--- src/rtl/dmem_arbiter_pkg.sv ---
// Shared types and constants for the dmem arbiter: port ids, lock-state
// encoding, read-return tag layout and the starvation-counter step function.
package dmem_arbiter_pkg;

   localparam int DEF_ADDR_W = 12;
   localparam int DEF_DATA_W = 32;

   localparam logic PORT_CPU = 1'b0;
   localparam logic PORT_AUX = 1'b1;

   typedef enum logic {
      UNLOCKED = 1'b0,
      LOCKED   = 1'b1
   } lock_state_t;

   typedef struct packed {
      logic valid;
      logic owner;
   } rtag_t;

   // The counter only measures an unbroken run of CPU wins while AUX waits.
   function automatic logic [3:0] starve_next(
      input logic [3:0] cnt,
      input logic [3:0] lim,
      input logic       aux_req,
      input logic       cpu_gnt,
      input logic       aux_gnt
   );
      if (!aux_req || aux_gnt) return 4'd0;
      if (cpu_gnt && (cnt < lim)) return cnt + 4'd1;
      return cnt;
   endfunction

endpackage

--- src/rtl/dmem_arbiter_if.sv ---
// Requester-side handshake bundle and dmem pin bundle used by dmem_arbiter.
// master = the side that initiates (requester / arbiter toward memory).
interface dmem_port_if
   import dmem_arbiter_pkg::*;
#(
   parameter int ADDR_W = DEF_ADDR_W,
   parameter int DATA_W = DEF_DATA_W
);
   logic              req;
   logic              we;
   logic [ADDR_W-1:0] addr;
   logic [DATA_W-1:0] wdata;
   logic              gnt;
   logic              rvalid;
   logic [DATA_W-1:0] rdata;

   modport master (output req, we, addr, wdata, input gnt, rvalid, rdata);
   modport slave  (input req, we, addr, wdata, output gnt, rvalid, rdata);
endinterface

interface dmem_mem_if
   import dmem_arbiter_pkg::*;
#(
   parameter int ADDR_W = DEF_ADDR_W,
   parameter int DATA_W = DEF_DATA_W
);
   logic [ADDR_W-1:0] addr;
   logic [DATA_W-1:0] data;
   logic              wren;
   logic [DATA_W-1:0] q;

   modport master (output addr, data, wren, input q);
   modport slave  (input addr, data, wren, output q);
endinterface

--- src/rtl/dmem_rtag_pipe.sv ---
// Read-return tag delay line: a {valid, owner} tag enters on every edge and
// leaves DEPTH edges later, lined up with the dmem read latency.
module dmem_rtag_pipe
   import dmem_arbiter_pkg::*;
#(
   parameter int DEPTH = 1
) (
   input  logic  clock,
   input  logic  reset,
   input  rtag_t tag_in,
   output rtag_t tag_out
);
   rtag_t stage_q [DEPTH];
   rtag_t stage_d [DEPTH];

   generate
      for (genvar gi = 0; gi < DEPTH; gi++) begin : g_stage
         if (gi == 0) begin : g_head
            always_comb stage_d[gi] = tag_in;
         end else begin : g_body
            always_comb stage_d[gi] = stage_q[gi-1];
         end

         always_ff @(posedge clock or negedge reset) begin
            if (!reset) stage_q[gi] <= '0;
            else        stage_q[gi] <= stage_d[gi];
         end
      end
   endgenerate

   assign tag_out = stage_q[DEPTH-1];

endmodule

--- src/rtl/dmem_arbiter.sv ---
// Two-port arbiter in front of a single-port dmem: CPU port has fixed priority,
// a starvation counter and a burst lock serve the AUX port, reads return by tag.
module dmem_arbiter
   import dmem_arbiter_pkg::*;
#(
   parameter int ADDR_W     = DEF_ADDR_W,
   parameter int DATA_W     = DEF_DATA_W,
   parameter int READ_LAT   = 1,
   parameter int STARVE_MAX = 4
) (
   input  logic       clock,
   input  logic       reset,
   dmem_port_if.slave p0,
   dmem_port_if.slave p1,
   input  logic       lock1,
   dmem_mem_if.master mem
);
   localparam logic [3:0] STARVE_LIM = 4'(STARVE_MAX);

   lock_state_t       lock_state_q, lock_state_d;
   logic [3:0]        starve_cnt_q, starve_cnt_d;
   logic              gnt0, gnt1;
   logic [ADDR_W-1:0] addr_sel;
   logic [DATA_W-1:0] wdata_sel;
   logic              wren_sel;
   rtag_t             tag_in, tag_out;
   logic              rvalid0_q, rvalid0_d, rvalid1_q, rvalid1_d;
   logic [DATA_W-1:0] rdata0_q, rdata0_d, rdata1_q, rdata1_d;

   // reset is active low, so grants are only issued while it is high
   always_comb begin
      gnt0 = 1'b0;
      gnt1 = 1'b0;
      if (reset) begin
         if ((lock_state_q == LOCKED) && p1.req)          gnt1 = 1'b1;
         else if (p1.req && (starve_cnt_q == STARVE_LIM)) gnt1 = 1'b1;
         else if (p0.req)                                 gnt0 = 1'b1;
         else if (p1.req)                                 gnt1 = 1'b1;
      end
   end

   always_comb begin
      addr_sel  = p0.addr;
      wdata_sel = p0.wdata;
      wren_sel  = 1'b0;
      if (gnt1) begin
         addr_sel  = p1.addr;
         wdata_sel = p1.wdata;
         wren_sel  = p1.we;
      end else if (gnt0) begin
         wren_sel  = p0.we;
      end
   end

   assign mem.addr  = addr_sel;
   assign mem.data  = wdata_sel;
   assign mem.wren  = wren_sel;
   assign p0.gnt    = gnt0;
   assign p1.gnt    = gnt1;
   assign p0.rvalid = rvalid0_q;
   assign p1.rvalid = rvalid1_q;
   assign p0.rdata  = rdata0_q;
   assign p1.rdata  = rdata1_q;

   always_comb begin
      tag_in       = '0;
      tag_in.valid = (gnt0 && !p0.we) || (gnt1 && !p1.we);
      tag_in.owner = gnt1 ? PORT_AUX : PORT_CPU;
   end

   dmem_rtag_pipe #(
      .DEPTH (READ_LAT)
   ) u_rtag_pipe (
      .clock   (clock),
      .reset   (reset),
      .tag_in  (tag_in),
      .tag_out (tag_out)
   );

   always_comb begin
      starve_cnt_d = starve_next(starve_cnt_q, STARVE_LIM, p1.req, gnt0, gnt1);

      lock_state_d = lock_state_q;
      case (lock_state_q)
         UNLOCKED: if (gnt1 && lock1)        lock_state_d = LOCKED;
         LOCKED:   if (!lock1 || !p1.req)    lock_state_d = UNLOCKED;
         default:                            lock_state_d = UNLOCKED;
      endcase

      // the tag leaving the pipe marks the edge on which mem.q belongs to it
      rvalid0_d = tag_out.valid && (tag_out.owner == PORT_CPU);
      rvalid1_d = tag_out.valid && (tag_out.owner == PORT_AUX);
      rdata0_d  = rvalid0_d ? mem.q : rdata0_q;
      rdata1_d  = rvalid1_d ? mem.q : rdata1_q;
   end

   always_ff @(posedge clock or negedge reset) begin
      if (!reset) begin
         lock_state_q <= UNLOCKED;
         starve_cnt_q <= 4'd0;
         rvalid0_q    <= 1'b0;
         rvalid1_q    <= 1'b0;
         rdata0_q     <= '0;
         rdata1_q     <= '0;
      end else begin
         lock_state_q <= lock_state_d;
         starve_cnt_q <= starve_cnt_d;
         rvalid0_q    <= rvalid0_d;
         rvalid1_q    <= rvalid1_d;
         rdata0_q     <= rdata0_d;
         rdata1_q     <= rdata1_d;
      end
   end

endmodule

--- src/flat_wrapper.sv ---
// flat-port wrapper written by rule: the top's interface ports become plain ports
module dmem_arbiter_flat import dmem_arbiter_pkg::*;
#(
   parameter int ADDR_W     = DEF_ADDR_W,
   parameter int DATA_W     = DEF_DATA_W,
   parameter int READ_LAT   = 1,
   parameter int STARVE_MAX = 4
)
  (clock, reset, lock1, p0_req, p0_we, p0_addr, p0_wdata, p0_gnt, p0_rvalid, p0_rdata, p1_req, p1_we, p1_addr, p1_wdata, p1_gnt, p1_rvalid, p1_rdata, mem_addr, mem_data, mem_wren, mem_q);
  dmem_port_if #(.ADDR_W(ADDR_W), .DATA_W(DATA_W)) p0_i ();
  dmem_port_if #(.ADDR_W(ADDR_W), .DATA_W(DATA_W)) p1_i ();
  dmem_mem_if #(.ADDR_W(ADDR_W), .DATA_W(DATA_W)) mem_i ();
  input  logic clock;
  input  logic reset;
  input  logic lock1;
  input wire logic [$bits(p0_i.req)-1:0] p0_req;
  input wire logic [$bits(p0_i.we)-1:0] p0_we;
  input wire logic [$bits(p0_i.addr)-1:0] p0_addr;
  input wire logic [$bits(p0_i.wdata)-1:0] p0_wdata;
  output wire logic [$bits(p0_i.gnt)-1:0] p0_gnt;
  output wire logic [$bits(p0_i.rvalid)-1:0] p0_rvalid;
  output wire logic [$bits(p0_i.rdata)-1:0] p0_rdata;
  input wire logic [$bits(p1_i.req)-1:0] p1_req;
  input wire logic [$bits(p1_i.we)-1:0] p1_we;
  input wire logic [$bits(p1_i.addr)-1:0] p1_addr;
  input wire logic [$bits(p1_i.wdata)-1:0] p1_wdata;
  output wire logic [$bits(p1_i.gnt)-1:0] p1_gnt;
  output wire logic [$bits(p1_i.rvalid)-1:0] p1_rvalid;
  output wire logic [$bits(p1_i.rdata)-1:0] p1_rdata;
  output wire logic [$bits(mem_i.addr)-1:0] mem_addr;
  output wire logic [$bits(mem_i.data)-1:0] mem_data;
  output wire logic [$bits(mem_i.wren)-1:0] mem_wren;
  input wire logic [$bits(mem_i.q)-1:0] mem_q;
  assign p0_i.req = p0_req;
  assign p0_i.we = p0_we;
  assign p0_i.addr = p0_addr;
  assign p0_i.wdata = p0_wdata;
  assign p0_gnt = p0_i.gnt;
  assign p0_rvalid = p0_i.rvalid;
  assign p0_rdata = p0_i.rdata;
  assign p1_i.req = p1_req;
  assign p1_i.we = p1_we;
  assign p1_i.addr = p1_addr;
  assign p1_i.wdata = p1_wdata;
  assign p1_gnt = p1_i.gnt;
  assign p1_rvalid = p1_i.rvalid;
  assign p1_rdata = p1_i.rdata;
  assign mem_addr = mem_i.addr;
  assign mem_data = mem_i.data;
  assign mem_wren = mem_i.wren;
  assign mem_i.q = mem_q;
  dmem_arbiter #(.ADDR_W(ADDR_W), .DATA_W(DATA_W), .READ_LAT(READ_LAT), .STARVE_MAX(STARVE_MAX)) u_core (.clock(clock), .reset(reset), .p0(p0_i), .p1(p1_i), .lock1(lock1), .mem(mem_i));
endmodule
--- config.mk ---
export PLATFORM = sky130hd
export DESIGN_NAME = dmem_arbiter_flat
export DESIGN_NICKNAME = d
export VERILOG_FILES = /design/src/rtl/dmem_arbiter_pkg.sv /design/src/rtl/dmem_arbiter_if.sv /design/src/rtl/dmem_rtag_pipe.sv /design/src/rtl/dmem_arbiter.sv /design/src/flat_wrapper.sv
export SDC_FILE = /design/constraint.sdc
export NUM_CORES = 1
export LEC_CHECK = 0
export ABC_AREA = 0
export BUFFER_PORTS_ARGS = -buffer_cell sky130_fd_sc_hd__buf_2
export CAP_MARGIN = 15
export CORE_ASPECT_RATIO = 0.7
export CORE_MARGIN = 1.5
export CORE_UTILIZATION = 41
export DETAILED_ROUTE_END_ITERATION = 8
export GPL_ROUTABILITY_DRIVEN = 0
export PLACE_DENSITY = 0.8
export SLEW_MARGIN = 20
export SYNTH_ARGS = -nofsm -noshare
export SYNTH_HDL_FRONTEND = slang
export SYNTH_SLANG_ARGS = --single-unit
export TNS_END_PERCENT = 1
--- constraint.sdc ---
create_clock -name clock -period 2.1 [get_ports clock]
set_clock_uncertainty 0.05 [all_clocks]
set_input_delay 0.315 -clock clock [delete_from_list [all_inputs] [get_ports clock]]
set_output_delay 0.315 -clock clock [all_outputs]
set_load 0.05 [all_outputs]
==> out/results.txt, run 1 <==
Outcome -> finished, violations left
Violated checks -> negative setup slack
Count leader, synth -> mux2_2
Proportion of layout cells with a drive suffix above 1 -> 80.08%
Post-synth ARST share -> 100.0%
Power per cell area -> 1072 nW/um2
Routed WL per cell -> 19.15 um
Core Footprint -> 8006 um2
FILL cells -> 562
Synth cell types -> 24
Row count -> 27
CTS max path bufs -> 2
Syn Nets -> 355
Inst Count DP -> 561
Max-slew violations -> 0
Clock period minus worst slack -> 2.492 ns
Final HPWL DP -> 7.724 mm
Most frequent cells after synthesis -> 78 x mux2_2, 73 x dfrtp_1, 30 x mux2_4
Layout Cells excl Fill -> 588
Max Fclk -> 401.2 MHz
Yosys Warn Count -> 0
Worst-skew pair later-pin latency -> 0.32 ns
Drt drc -> 0
Setup ws final -> -0.3925 ns
Post-DRT Antenna Nets -> 0
Worst EP arrival -> 2.13 ns
Critical path class -> reg2out
Average size of a mapped cell -> 15.29 um2
Number of DRC markers in iteration 0 -> 70
Final Hold Slack -> 0.1844 ns
Initial antenna violation count -> 0
Synth area leader -> dfrtp_1
CTS tree -> yes
Worst R2R Start -> u_core.starve_cnt_q[1]
Peak supply drop -> 0.9941 mV
Clock slew at reported path FFs -> 0.06 ns
CP max FO -> 8
Mapped Area -> 3455 um2
Leak -> 2.888 nW
Syn Inst Count -> 226
HP Start -> mem_q[3]
Port Buffers -> 239
Die height -> 79.80 um
Top cells by area, synth -> dfrtp_1 53%, mux2_2 25%, mux2_4 13%, buf_6 1.3%, inv_1 0.76%
Die area -> 8994 um2
Setup crit start -> u_core.starve_cnt_q[1]
Worst hold path class -> in2reg
Setup TNS -> -16.10 ns
Main synth FF type -> dfrtp_1
Starting density of the core -> 43.15%
Routed vias/inst -> 4.932
IO Count -> 240
Pin count of the biggest net entering global routing -> 70
First-pass GRT wire length -> 15.46 mm
Sequential fraction of the synthesis area -> 52.88%
WL final -> 11.26 mm
Measured slew at the worst slew-check pin -> 0.8411 ns
First-pass DRT Iterations -> 4
Grt ovf -> 0
Fin crit share -> 118.7%
Vias in the first global route -> 2966
Clk root buf -> clkbuf_16
Yosys top cell area share -> 52.88%
Final hold vios -> 0
Max H-tree Level -> 3
Routed vias -> 2900
Relative slew slack -> 43.92%
RSZ-0062 raised after global routing -> true
Pre-CTS setup slack -> -0.1109 ns
Synth Register Bits -> 73
Synth-to-Final Area Change -> 63.53%
Worst setup SP type -> register
Width of the die -> 112.7 um
Max-Cap Viols -> 0
Final net count -> 611
Required time of the critical path -> 1.74 ns
Total power draw -> 6.054 mW
Crit end category -> primary output
GRT Total Usage -> 22.66%
Final-report setup violation count -> 46
Cts bufs inserted -> 9
ANT cells -> 0
CTS Sinks -> 73
Post-synth EDFFs -> 0
flip-flops by register name, summed over array words and instances (netlist names):
name	flops
u_core.p1.rdata	32
u_core.lock_state_q	1
u_core.starve_cnt_q	4
u_core.p0.rdata	32
u_core.p0.rvalid	1
u_core.u_rtag_pipe.tag_out	2
u_core.p1.rvalid	1
area by class of cell:
cell class	instances	area, um2	share of cell area [%]
multi-input combinational	133	1577	27.91
sequential	73	1827	32.34
tap	101	126.4	2.237
clock buffer	10	239.0	4.230
inverter	7	26.28	0.4651
clock inverter	6	65.06	1.152
timing repair buffer	258	1789	31.67
report_power, final:
group / switching, mW / total (mW) / internal, mW / leakage (nW)
Clock: 0.572 / 1.52 / 0.953 / 0.149
Combinational: 1.83 / 2.64 / 0.812 / 1.87
Sequential: 0.161 / 1.89 / 1.73 / 0.869
Total: 2.56 / 6.05 / 3.50 / 2.89
layout by cell type, fill, tap and decap left out, drive strengths merged:
cell type,netlist,layout
clkbuf,2,13
mux2,108,108
dfrtp,73,73
a31o,2,2
o211a,2,2
nor2,1,1
bufinv,0,1
a22o,2,2
dlygate4sd3,0,1
clkinvlp,0,1
clkinv,0,3
and3b,1,1
ha,2,2
inv,7,8
buf,11,254
o311a,1,1
nand4,2,2
nor3b,1,1
nand2,3,3
o21a,1,1
nand2b,2,2
and2,1,1
nor3,1,1
a41oi,1,1
a211oi,2,2
cells by family after synthesis:
group,after synthesis,share of synthesized area (%)
AO/OA/AOI/OAI,11,2.789
adder cells (fa/ha/maj),2,0.7243
buffers and inverters,20,3.187
flip-flops,73,52.88
multiplexers,108,38.46
AND/OR/NAND/NOR,12,1.956
layer usage:
metal / routed length, um / part of all wire, % / GRT usage (%)
met2: 5588 / 50 / 38.05
met1: 4773 / 42 / 28.30
met4: 104 / 0.92 / 5.316
met3: 794 / 7.1 / 7.897
met5: 0 / 0 / 0
critical path: stages, from the launching register on:
cell and delay, ns:
dfrtp_1 0.38, inv_2 0.08, ha_4 0.13, and3b_2 0.20
o211a_4 0.32, clkbuf_16 0.21, mux2_4 0.32, buf_8 0.16
worst paths after layout:
check / endpoint / slack [ns] / depth (start not counted)
max in group asynchronous: u_core.lock_state_q / 1.23 / 2
min reg2reg: u_core.p1.rdata[28] / 0.45 / 1
max reg2reg: u_core.u_rtag_pipe.tag_out[1] / 0.44 / 6
min: u_core.p1.rdata[3] / 0.18 / 2
max: mem_data[31] / -0.39 / 7
min in group asynchronous: u_core.p0.rdata[29] / 0.22 / 2
through the flow:
stage,util [%],cell area (um2)
after floorplan,-,3456
after global placement,59.76,4785
after detailed placement,59.76,4785
after CTS,67.57,5410
after global routing,70.56,5649
final,70.56,5649
what timing repair did:
item | in CTS | in global routing
pin swaps | 0 | 3
hold endpoints to repair | 4 | 0
gates cloned | 1 | 5
setup buffers | 0 | 4
endpoints found under the setup margin | 46 | 46
gates resized for setup | 91 | 31
hold buffers | 1 | 0
Note: power is estimated with default switching activity, not from simulation.
==> run 2: changes to the inputs <==
--- a/config.mk
+++ b/config.mk
@@ -8,12 +8,14 @@
 export ABC_AREA = 0
 export BUFFER_PORTS_ARGS = -buffer_cell sky130_fd_sc_hd__buf_2
 export CAP_MARGIN = 15
+export CELL_PAD_IN_SITES_DETAIL_PLACEMENT = 1
+export CELL_PAD_IN_SITES_GLOBAL_PLACEMENT = 1
 export CORE_ASPECT_RATIO = 0.7
 export CORE_MARGIN = 1.5
-export CORE_UTILIZATION = 41
+export CORE_UTILIZATION = 31
 export DETAILED_ROUTE_END_ITERATION = 8
 export GPL_ROUTABILITY_DRIVEN = 0
-export PLACE_DENSITY = 0.8
+export PLACE_DENSITY = 0.81
 export SLEW_MARGIN = 20
 export SYNTH_ARGS = -nofsm -noshare
 export SYNTH_HDL_FRONTEND = slang
==> run 2 against run 1 <==
The run still ends with negative setup slack left. Final cell count rose by 8.7%. Utilization fell by 19 points. Clock power fell by 9%. Largest cell class unchanged. Largest power group unchanged.
==> out/results.txt, run 2 (same netlist as run 1, synthesis figures left out) <==
Reg power frac -> 32.0%
Critical path class -> reg2out
Peak supply drop -> 0.5874 mV
Final hold vios -> 0
Worst hold path class -> in2reg
Max-slew violations -> 0
Final-report setup violation count -> 46
Worst EP arrival -> 2.17 ns
Pre-CTS setup slack -> -0.1592 ns
Die height -> 91.32 um
Switching pwr -> 2.563 mW
Cell Int Power -> 3.359 mW
Max H-tree Level -> 3
Required time of the critical path -> 1.74 ns
IO Count -> 240
Die area -> 11800 um2
Post-layout util -> 51.57%
CTS Sinks -> 73
Placed Area -> 4875 um2
Pin count of the biggest net entering global routing -> 73
FILL cells -> 1214
Hold endpoint -> u_core.p0.rdata[6]
Max-Cap Viols -> 0
Commonest cells after routing, fill and taps aside -> 191 x buf_2, 77 x mux2_2, 73 x dfrtp_1, 44 x buf_6, 31 x mux2_4
Final HPWL DP -> 9.144 mm
First-pass DRT Iterations -> 4
Starting density of the core -> 31.60%
Power per cell area -> 1050 nW/um2
Worst-skew pair later-pin latency -> 0.32 ns
Port Buffers -> 239
Setup ws final -> -0.4365 ns
Worst R2R Start -> u_core.starve_cnt_q[1]
Row count -> 32
Most common cell after layout, fill and taps aside -> buf_2
Core Footprint -> 10930 um2
Hold Path Stages -> 2
RSZ-0062 raised after global routing -> true
R2r setup slk -> 0.22 ns
Leak -> 2.840 nW
Routed vias -> 2893
Cts bufs inserted -> 9
First-pass GRT wire length -> 18.22 mm
Worst setup SP type -> register
Worst r2r path cells -> 8
Post-DRT Antenna Nets -> 0
Measured slew at the worst slew-check pin -> 0.9208 ns
Synth-to-Final Area Change -> 63.17%
Max Fclk -> 394.2 MHz
ANT cells -> 0
Vias in the first global route -> 3348
Relative slew slack -> 38.61%
Initial antenna violation count -> 0
Proportion of layout cells with a drive suffix above 1 -> 79.84%
Crit end category -> primary output
HP Start -> mem_q[6]
Final net count -> 610
Total power draw -> 5.921 mW
Clock period minus worst slack -> 2.536 ns
Violated checks -> negative setup slack
Clk root buf -> clkbuf_16
Post-route cell area -> 5637 um2
WL final -> 12.14 mm
Clock slew at reported path FFs -> 0.06 ns
Critical register-to-register path endpoint -> u_core.u_rtag_pipe.tag_out[1]
Sw frac -> 43.28%
Combinational group share of total power -> 44.6%
Number of DRC markers in iteration 0 -> 73
Fin crit share -> 120.8%
Routed WL per cell -> 18.99 um
Width of the die -> 129.2 um
Setup TNS -> -16.60 ns
Routed vias/inst -> 4.527
Drt drc -> 0
Clk network pwr share -> 23.4%
Outcome -> finished, violations left
GRT Total Usage -> 20.57%
CP max FO -> 7
Grt ovf -> 0
CTS max path bufs -> 2
CTS tree -> yes
-- run 2: cell count changes in the layout (fill, tap and decap cells not counted), sizes merged --
cell and change:
inv -1, clkbuf -2, clkinv +1, bufinv -1
buf +2
-- run 2: area by class of cell --
type,count,area [um2],share of cell area [%]
multi-input cells,133,1546,27.44
inverters,7,26.28,0.4661
clock inverters,5,31.28,0.5549
repair buffers,257,1772,31.43
flip-flops and latches,73,1827,32.41
well taps,153,191.4,3.396
clock buffers,11,242.7,4.306
-- run 2: worst max path at each step --
stage	startpoint	endpoint	slack (ns)	cells past startpoint
finish	u_core.starve_cnt_q[1]	mem_data[11]	-0.44	8
global route	u_core.starve_cnt_q[0]	mem_data[11]	-0.50	8
CTS	u_core.starve_cnt_q[0]	mem_data[11]	-0.41	8
detailed placement	u_core.starve_cnt_q[0]	mem_addr[11]	-0.16	7
global placement	u_core.starve_cnt_q[0]	mem_data[30]	-0.07	7
floorplan	u_core.starve_cnt_q[0]	mem_data[24]	-0.07	6
-- run 2: per-stage QoR --
stage / hold slack, ns / cells
after floorplan: -0.03059 / 226
after global placement: 0.08002 / 611
after detailed placement: 0.07855 / 611
after CTS: 0.1690 / 638
after global routing: 0.1762 / 639
final: 0.1850 / 639
-- run 2: what timing repair did --
action	in CTS	in global routing
endpoints found under the setup margin	46	46
gates resized for setup	104	4
hold buffers	1	0
gates cloned	3	0
endpoints found under the hold margin	1	0
pin swaps	2	2
setup buffers	7	2
-- run 2: critical path, cell delays in order (launching register included) --
cell and delay [ns]:
dfrtp_1 0.36, inv_2 0.06, ha_4 0.16, and3b_2 0.21
o211a_4 0.29, buf_6 0.15, buf_16 0.14, mux2_4 0.32
buf_8 0.15
-- run 2: power groups by stage --
| stage | clock, mW | sequential (mW) | combinational, mW |
|---|---|---|---|
| floorplan | 0 | 3.04 | 0.690 |
| global placement | 0 | 1.88 | 2.46 |
| detailed placement | 0 | 1.92 | 2.52 |
| CTS | 1.44 | 1.90 | 2.65 |
| global route | 1.50 | 1.94 | 2.74 |
| finish | 1.39 | 1.89 | 2.64 |
-- run 2: metal layers --
metal	vias up	part of all wire [%]	track usage, %
li1	1323	-	-
met1	1456	39	24.01
met2	92	54	36.26
met3	22	5.3	6.423
met4	0	1.5	5.524
met5	-	0	0
